--- config.mk ---
export PLATFORM = sky130hd
export DESIGN_NAME = data_memory_ws
export DESIGN_NICKNAME = d
export VERILOG_FILES = /design/src/rtl/mem_pkg.sv /design/src/rtl/mem_byte_array.sv /design/src/rtl/data_memory_ws.sv
export SDC_FILE = /design/constraint.sdc
export NUM_CORES = 2
export LEC_CHECK = 0
export CORE_AREA = 2 2 469 471
export DETAILED_ROUTE_END_ITERATION = 10
export DIE_AREA = 0 0 471 473
export HOLD_SLACK_MARGIN = 0.1
export PLACE_DENSITY_LB_ADDON = 0.2
export SLEW_MARGIN = 20
export SYNTH_ARGS = -nofsm -noshare
export SYNTH_HDL_FRONTEND = slang
export SYNTH_SLANG_ARGS = --single-unit
--- constraint.sdc ---
create_clock -name clk -period 4.1 [get_ports clk]
set_clock_uncertainty 0.2 [all_clocks]
set_input_delay 0.82 -clock clk [delete_from_list [all_inputs] [get_ports clk]]
set_output_delay 0.82 -clock clk [all_outputs]
set_load 0.02 [all_outputs]
--- src/rtl/mem_pkg.sv ---
// Shared types and helpers for the wait-state data memory.
package mem_pkg;

  typedef enum logic [0:0] {
    MEM_IDLE,
    MEM_BUSY
  } mem_state_e;

  localparam int unsigned ADDR_LSB = 2;

  function automatic int unsigned idx_width(input int unsigned depth);
    return (depth <= 1) ? 1 : $clog2(depth);
  endfunction

endpackage

--- src/rtl/mem_byte_array.sv ---
// Word storage with per-byte-lane write enables and an asynchronous read port.
module mem_byte_array #(
  parameter int unsigned DATA_W      = 32,
  parameter int unsigned DEPTH_WORDS = 64,
  parameter int unsigned IDX_W       = 6
) (
  input  logic                  clk,
  input  logic [DATA_W/8-1:0]   lane_we,
  input  logic [IDX_W-1:0]      addr,
  input  logic [DATA_W-1:0]     wdata,
  output logic [DATA_W-1:0]     rdata
);

  logic [DATA_W-1:0] mem_q [DEPTH_WORDS];

  // Contents are deliberately not reset.
  always_ff @(posedge clk) begin
    for (int i = 0; i < DATA_W / 8; i++) begin
      if (lane_we[i]) begin
        mem_q[addr][8*i +: 8] <= wdata[8*i +: 8];
      end
    end
  end

  assign rdata = mem_q[addr];

endmodule

--- src/rtl/data_memory_ws.sv ---
// MEM-stage data memory: base-address window decode, byte enables and programmable
// wait states with a ready handshake for the pipeline stall logic.
module data_memory_ws
  import mem_pkg::*;
#(
  parameter int unsigned DATA_W      = 32,
  parameter int unsigned DEPTH_WORDS = 64,
  parameter int unsigned BASE_ADDR   = 1024,
  parameter int unsigned WAIT_CYCLES = 0
) (
  input  logic                  clk,
  input  logic                  rst,
  input  logic                  mem_r_en,
  input  logic                  mem_w_en,
  input  logic [31:0]           address,
  input  logic [DATA_W-1:0]     dataToWrite,
  input  logic [DATA_W/8-1:0]   byte_en,
  output logic [DATA_W-1:0]     result,
  output logic                  ready,
  output logic                  addr_err
);

  localparam int unsigned Lanes    = DATA_W / 8;
  localparam int unsigned IdxW     = idx_width(DEPTH_WORDS);
  localparam logic [31:0] Base     = 32'(BASE_ADDR);
  localparam logic [31:0] WinBytes = 32'(DEPTH_WORDS * 4);
  localparam logic [3:0]  WaitLoad = (WAIT_CYCLES == 0) ? 4'd0 : 4'(WAIT_CYCLES - 1);

  mem_state_e          state_q, state_d;
  logic [3:0]          cnt_q, cnt_d;
  logic [31:0]         addr_q, addr_d;
  logic [DATA_W-1:0]   data_q, data_d;
  logic [Lanes-1:0]    be_q, be_d;
  logic                wr_q, wr_d;
  logic [DATA_W-1:0]   result_q, result_d;
  logic                addr_err_q, addr_err_d;

  logic [31:0]         op_addr, offset;
  logic [DATA_W-1:0]   op_data, rd_data;
  logic [Lanes-1:0]    op_be, lane_we;
  logic                op_wr, in_range, perform;
  logic [IdxW-1:0]     word_idx;

  // In IDLE the operation comes straight from the inputs (zero-wait path);
  // in BUSY it comes from the copy latched at accept.
  always_comb begin
    if (state_q == MEM_IDLE) begin
      op_addr = address;
      op_data = dataToWrite;
      op_be   = byte_en;
      op_wr   = mem_w_en;
    end else begin
      op_addr = addr_q;
      op_data = data_q;
      op_be   = be_q;
      op_wr   = wr_q;
    end
  end

  assign offset   = op_addr - Base;
  assign in_range = (op_addr >= Base) && (offset < WinBytes);
  assign word_idx = offset[ADDR_LSB +: IdxW];

  always_comb begin
    state_d    = state_q;
    cnt_d      = cnt_q;
    addr_d     = addr_q;
    data_d     = data_q;
    be_d       = be_q;
    wr_d       = wr_q;
    result_d   = result_q;
    addr_err_d = 1'b0;
    perform    = 1'b0;
    lane_we    = '0;

    unique case (state_q)
      MEM_IDLE: begin
        if (mem_r_en || mem_w_en) begin
          addr_d = address;
          data_d = dataToWrite;
          be_d   = byte_en;
          wr_d   = mem_w_en;
          if (WAIT_CYCLES == 0) begin
            perform = 1'b1;
          end else begin
            state_d = MEM_BUSY;
            cnt_d   = WaitLoad;
          end
        end
      end
      MEM_BUSY: begin
        if (cnt_q == 4'd0) begin
          perform = 1'b1;
          state_d = MEM_IDLE;
        end else begin
          cnt_d = cnt_q - 4'd1;
        end
      end
    endcase

    if (perform) begin
      addr_err_d = !in_range;
      if (op_wr) begin
        lane_we = in_range ? op_be : '0;
      end else begin
        result_d = in_range ? rd_data : '0;
      end
    end
  end

  always_ff @(posedge clk or posedge rst) begin
    if (rst) begin
      state_q    <= MEM_IDLE;
      cnt_q      <= 4'd0;
      addr_q     <= '0;
      data_q     <= '0;
      be_q       <= '0;
      wr_q       <= 1'b0;
      result_q   <= '0;
      addr_err_q <= 1'b0;
    end else begin
      state_q    <= state_d;
      cnt_q      <= cnt_d;
      addr_q     <= addr_d;
      data_q     <= data_d;
      be_q       <= be_d;
      wr_q       <= wr_d;
      result_q   <= result_d;
      addr_err_q <= addr_err_d;
    end
  end

  mem_byte_array #(
    .DATA_W      (DATA_W),
    .DEPTH_WORDS (DEPTH_WORDS),
    .IDX_W       (IdxW)
  ) u_array (
    .clk     (clk),
    .lane_we (lane_we),
    .addr    (word_idx),
    .wdata   (op_data),
    .rdata   (rd_data)
  );

  assign result   = result_q;
  assign addr_err = addr_err_q;
  assign ready    = (state_q == MEM_IDLE);

endmodule

Word-level counts from Yosys, hierarchy flattened
Memories as Yosys holds them, arrays and structs flattened.
Cells that the tools add are included.
{"block": "op_classes", "addsub": 2, "n_mul": 0, "n_div": 0, "n_lt_le_gt_ge": 2, "eq_ne": 1, "n_shift": 0, "muxes": 24, "bitwise": 2, "reduce_logical": 7}
{"op": "$mux W32", "n": 3}
{"op": "$ge A32 B11 Y1 const B", "n": 1}
{"op": "$lt A32 B9 Y1 const B", "n": 1}
{"op": "$sub A32 B11 Y32 const B", "n": 1}
{"op": "$mux W4", "n": 6}
{"op": "$mux W1", "n": 13}
{"op": "$reduce_and A2 Y1", "n": 3}
{"op": "$logic_not A4 Y1", "n": 1}
{"op": "$pmux W1 S2", "n": 2}
{"op": "$sub A4 B1 Y4 const B", "n": 1}
{"op": "$ne A2 B2 Y1 const B", "n": 1}
{"op": "$not A1 Y1", "n": 2}
{"op": "$logic_and A1 B1 Y1", "n": 1}
{"op": "$logic_not A1 Y1", "n": 1}
{"op": "$logic_or A1 B1 Y1", "n": 1}
{"block": "word_totals", "ff_bits": 107, "latch_bits": 0, "ram_bits": 2048, "rom_bits": 0, "in_bits": 72, "memories": 1}
{"name": "u_array.mem_q", "depth": 64, "width": 32, "read_ports": 1, "rd_clocked_by_memory_dff": 0, "write_ports": 1, "line": "mem_byte_array.sv:14", "text": "logic [DATA_W-1:0] mem_q [DEPTH_WORDS];"}

Longest topological paths before layout
{"block": "depth", "word_depth": 9, "mapped_depth": 14, "ltp_nobuf": 7}

By module
Synthesis repeated with hierarchy kept, for this count alone.
{"block": "hier_totals", "hier_cells": 4851, "hier_area_um2": 83490.1}
{"module": "mem_byte_array", "n_inst": 1, "cells_per_inst": 4449, "area_each_um2": 78358.9, "seq_area_each_um2": 61499.0}
{"module": "data_memory_ws", "n_inst": 1, "cells_per_inst": 402, "area_each_um2": 5131.2, "seq_area_each_um2": 2627.5}

Worst setup path after synthesis
Ideal clock, no wire load.
{"block": "synth_timing", "path_type": "input port to flip-flop", "from": "input address[23]", "to": "memory u_array.mem_q[0][16] (enable)", "arrival_time_ps": 3418, "path_slack_ps": 99, "cell_stages": 8, "n_path_buf": 2, "path_cell_list": "or4_1 -> o21ai_0 -> o22ai_1 -> or4_1 -> buf_2 -> or4_1 -> buf_4 -> nor3_1"}
{"block": "synth_between", "elab_chain_len": 9, "word_cells_on_any_way": 10, "cone_classes": "1 x add/sub; 2 x order compare; 6 x mux; 1 x reduce/logical"}
{"element": "from (decl)", "line": "data_memory_ws.sv:15", "text": "input logic [31:0] address,"}
{"element": "$mux W32 *", "line": "data_memory_ws.sv:47", "text": "if (state_q == MEM_IDLE) begin"}
{"element": "$sub A32 B11 Y32", "line": "data_memory_ws.sv:60", "text": "assign offset = op_addr - Base;"}
{"element": "$lt A32 B9 Y1", "line": "data_memory_ws.sv:61", "text": "assign in_range = (op_addr >= Base) && (offset < WinBytes);"}
{"element": "$logic_and A1 B1 Y1 *", "line": "data_memory_ws.sv:61"}
{"element": "$mux W4 *", "line": "data_memory_ws.sv:104", "text": "lane_we = in_range ? op_be : '0;"}
{"element": "$mux W4 *", "line": "data_memory_ws.sv:103", "text": "if (op_wr) begin"}
{"element": "$mux W4 *", "line": "data_memory_ws.sv:101", "text": "if (perform) begin"}
{"element": "$mux W1 *", "line": "mem_byte_array.sv:19", "text": "if (lane_we[i]) begin"}
{"element": "$mux W1 (not written as such) *", "line": "mem_byte_array.sv:20", "text": "mem_q[addr][8*i +: 8] <= wdata[8*i +: 8];"}
{"element": "to (decl)", "line": "mem_byte_array.sv:14"}
Every way passes the cells marked *; elsewhere a longest branch is shown, timed or not.

Final worst setup path
{"block": "layout_timing", "from": "register state_q", "to": "memory u_array.mem_q[18][19] (enable)"}
{"block": "layout_between", "elab_chain_len": 9, "word_cells_on_any_way": 14, "cone_classes": "1 x add/sub; 2 x order compare; 9 x mux; 1 x bitwise; 1 x reduce/logical"}
{"element": "from (decl)", "line": "data_memory_ws.sv:29", "text": "mem_state_e state_q, state_d;"}
{"element": "from (signal assigned)", "line": "data_memory_ws.sv:122", "text": "state_q <= state_d;"}
{"element": "$mux W32", "line": "data_memory_ws.sv:47"}
{"element": "$sub A32 B11 Y32", "line": "data_memory_ws.sv:60"}
{"element": "$lt A32 B9 Y1", "line": "data_memory_ws.sv:61"}
{"element": "$logic_and A1 B1 Y1", "line": "data_memory_ws.sv:61"}
{"element": "$mux W4", "line": "data_memory_ws.sv:104"}
{"element": "$mux W4", "line": "data_memory_ws.sv:103"}
{"element": "$mux W4", "line": "data_memory_ws.sv:101"}
{"element": "$mux W1", "line": "mem_byte_array.sv:19"}
{"element": "$mux W1 (not written as such)", "line": "mem_byte_array.sv:20"}
Parallel ways exist; a longest one is shown, timed or not.

==> summary.txt <==
Outcome
  – Outcome: complete, no violations

Floorplan
  – Die W: 471 um
  – Initial Util: 0.377
  – FP Rows: 172
  – Die height: 473 um
  – Core area: 0.218 sq mm
  – Die area: 0.223 sq mm
  – Ports: 106

Critical path
  – Critical path startpoint category: flop
  – Crit Reg-Reg Endpoint: u_array.mem_q[18][19]
  – FF-to-FF Start: state_q
  – CP Max Fanout: 8
  – Critical Path RT: 4460 ps
  – Top Family by Delay on Critical Path: simple AND/OR/NAND/NOR gates
  – CP cell instances: nor4_2 > nand2_1 > a2111oi_4 > buf_4 > nand3_2 > or4_4 > buf_12 > or4_4 > buf_12 > buf_12 > nor3_4 > buf_6
  – Setup CP Type: flop to flop
  – Top cell by count, worst path: buf_12
  – Buf/Inv on CP: 5
  – Reg2reg setup slack: 40 ps
  – Endpoint class of the critical path: flop
  – FF-to-FF path depth: 12
  – Worst EP arrival: 4410 ps
  – Max incr delay on CP: 550 ps
  – Slowest stage cell, crit path: or4_4

CTS
  – CTS tree: done
  – H-tree levels: 4
  – Clock buffer depth: 3
  – Clock-pin slew on the worst setup and hold paths: 60 ps
  – CTS Buf Count: 219
  – Clock Sinks: 2153
  – Clock Tree Root: clkbuf_16
  – Clock Latency Late Sink: 880 ps

Logic synthesis
  – Synthesized area: 0.0823 sq mm
  – Synth Register Bits: 2153
  – Post-synthesis sequential area ratio: 0.779
  – Gate Count Post-Synth: 5077
  – Top_reg_cell synth: edfxtp_1
  – Mapped Nets: 5150
  – Syn avg cell area: 16.2 sq um
  – Post-synthesis cell type count: 64
  – Post-synth EDFFs: 2048
  – Async S/R FF share, synth: 0.0488
  – YS warnings: 0

Power
  – Leakage: 34.8 nW
  – Power share of the combinational group: 0.057
  – Total power: 46.5 mW
  – Sw Ratio: 0.222
  – Clock Power Share: 0.424
  – P per Cell Area: 452 mW/mm^2
  – Net switching power: 10.3 mW
  – Pint: 36.2 mW
  – Flop pwr share: 0.519
  – VDD IR max: 0.464 mV

Final layout
  – Area Overhead vs Synth: 25.2%
  – Fraction of layout cells with a size suffix above 1: 0.289
  – Commonest non-fill, non-tap cell in the layout: edfxtp_1
  – Layout Utilization: 0.472
  – Post-route cell area: 0.103 sq mm
  – # nets final: 6178
  – Commonest non-fill, non-tap cells in the layout: edfxtp_1, buf_4, o22ai_1, a21oi_1, clkbuf_16

Worst hold path
  – Hold Path Class: primary input to async pin

STA
  – Setup TNS: 0 ps
  – Max-slew violation total from the final report: 0
  – RSZ-0062 raised after global routing: true
  – Final min period: 4060 ps
  – Slew HR: 0.231
  – Worst-Margin Slew: 1150 ps
  – Worst hold slack: 151 ps
  – # setup viols final: 0
  – Final Hold Vio Count: 0
  – Final period utilization: 0.989
  – Peak Freq: 247 MHz

Placed design
  – Area after DPL: 0.0951 sq mm
  – # port buffers: 103
  – DP HPWL: 175000 um
  – Final GP Congestion: 0.860

Global route
  – First-pass GRT wire length: 376000 um
  – Initial antenna violation count: 5
  – Global route total overflow: 0
  – Vias in the first global route: 52.1k
  – Largest net degree at the start of global routing: 65
  – Overall Global Routing Usage: 0.232

Drt
  – 1st-iter DRT viols: 6102
  – DRC: 0
  – Drt wl/cell: 29.0 um
  – Vias per cell: 5.74
  – Total number of vias: 52.6k
  – Post-route ant nets: 0
  – DRT Wirelength: 266000 um
  – Pre-Repair DR Iteration Count: 7

Job
  – Max-Cap Viols: 0
Yosys cell counts, types with 4 or more instances:
library cell  number  area [sq um]
a2111o_1           4          45.0
nor2b_1            5          31.3
nand4bb_1          6          67.6
nor3_1           127           636
or3_1              4          25.0
buf_2             87           435
buf_1             97           364
a21oi_1          394          1970
a31oi_1           25           156
o2111ai_1          8          70.1
a21o_1            12          90.1
a31o_1             6          52.6
and2_1            18           113
a2111oi_0         19           166
nand4b_1           4          35.0
edfxtp_1        2048         61500
a211oi_1           6          45.0
o31ai_1           41           308
o22ai_1          750          4690
nor2_1           191           717
o221ai_1          40           350
o41ai_1            4          35.0
a22oi_1           20           150
a22o_1            11          96.3
mux2_2           100          1130
mux2i_1           16           160
buf_4              5          37.5
and3_1            29           181
inv_1              7          26.3
nand2_1          177           664
o21ai_0            9          45.0
nor3_2           241          2410
o22a_1            32           280
buf_6             25           282
a21boi_0          18           135
nand2b_1           4          25.0
o32ai_1            4          35.0
nor4_1            42           263
or4_1             95           713
nand3_1           14          70.1
dfrtp_1          105          2630
nand4_1            4          25.0
clkbuf_1         189           709
kinds of logic (layout without fill, tap and decap cells):
logic type	count (synthesis)	after routing	share of synthesized area
and+or+nand+nor	972	972	0.0739
AOI/OAI and AO/OA	1422	1422	0.108
DFF	2153	2153	0.779
other	0	3	0
adders and majority gates	1	1	0.000152
muxes	116	116	0.0156
buffers and inverters	411	1633	0.0226
xor gates and xnor gates	2	2	0.000213
power by group through the flow:
stage	registers (mW)	logic, mW	clock network (mW)
3_5_place_dp	24.6	2.62	0
3_3_place_gp	24.6	2.62	0
2_1_floorplan	24.6	1.07	0
6_report	24.2	2.65	19.7
5_1_grt	24.2	2.78	20.8
4_1_cts	24.2	2.63	20.0
routing by layer:
layer	vias to the layer above	wire length, um	global-route usage
met3	372	20000	0.0362
met4	2	6830	0.0626
met1	27130	113000	0.326
li1	22736	-	-
met5	-	11	0
met2	2373	125000	0.375
layout make-up:
| type | count | area (sq um) |
|---|---|---|
| Tap cell | 2871 | 3590 |
| Antenna cell | 3 | 7.51 |
| Fill cell | 18781 | 115000 |
| Sequential cell | 2153 | 64100 |
| Multi-Input combinational cell | 2513 | 16800 |
| Timing Repair Buffer | 1210 | 11300 |
| Clock buffer | 277 | 5840 |
| Clock inverter | 138 | 1250 |
| Inverter | 8 | 37.5 |
sequential cells by signal, summed over array words and instances, names as in the netlist:
register	count
addr_err	1
wr_q	1
addr_q	30
data_q	32
result	32
cnt_q	4
u_array.mem_q	2048
state_q	1
be_q	4
metrics by stage:
step,std cells,setup slack (ps)
final,9173,44.8
after global routing,9172,-55.2
after CTS,9154,21.6
after detailed placement,8735,-974
after global placement,8735,-1010
after floorplan,5077,98.9
how the worst max path moves through the flow:
stage	startpoint	endpoint	slack, ps	depth (start not counted)
2_1_floorplan	address[23]	u_array.mem_q[0][16]	100	8
3_3_place_gp	address[22]	u_array.mem_q[55][16]	-1010	12
3_5_place_dp	address[14]	u_array.mem_q[18][16]	-970	12
4_1_cts	state_q	u_array.mem_q[52][22]	20	13
5_1_grt	state_q	u_array.mem_q[18][16]	-60	13
6_report	state_q	u_array.mem_q[18][19]	40	12
repair_timing:
| item | CTS | global route |
|---|---|---|
| setup endpoints to repair | 2063 | 1161 |
| buffers inserted | 4 | 10 |
| hold buffers | 0 | 0 |
| gates resized for setup | 16 | 73 |
| gates cloned | 0 | 6 |
| endpoints found under the hold margin | 0 | 0 |
| pin swaps | 4 | 9 |
Note: power is estimated with default switching activity, not from simulation.
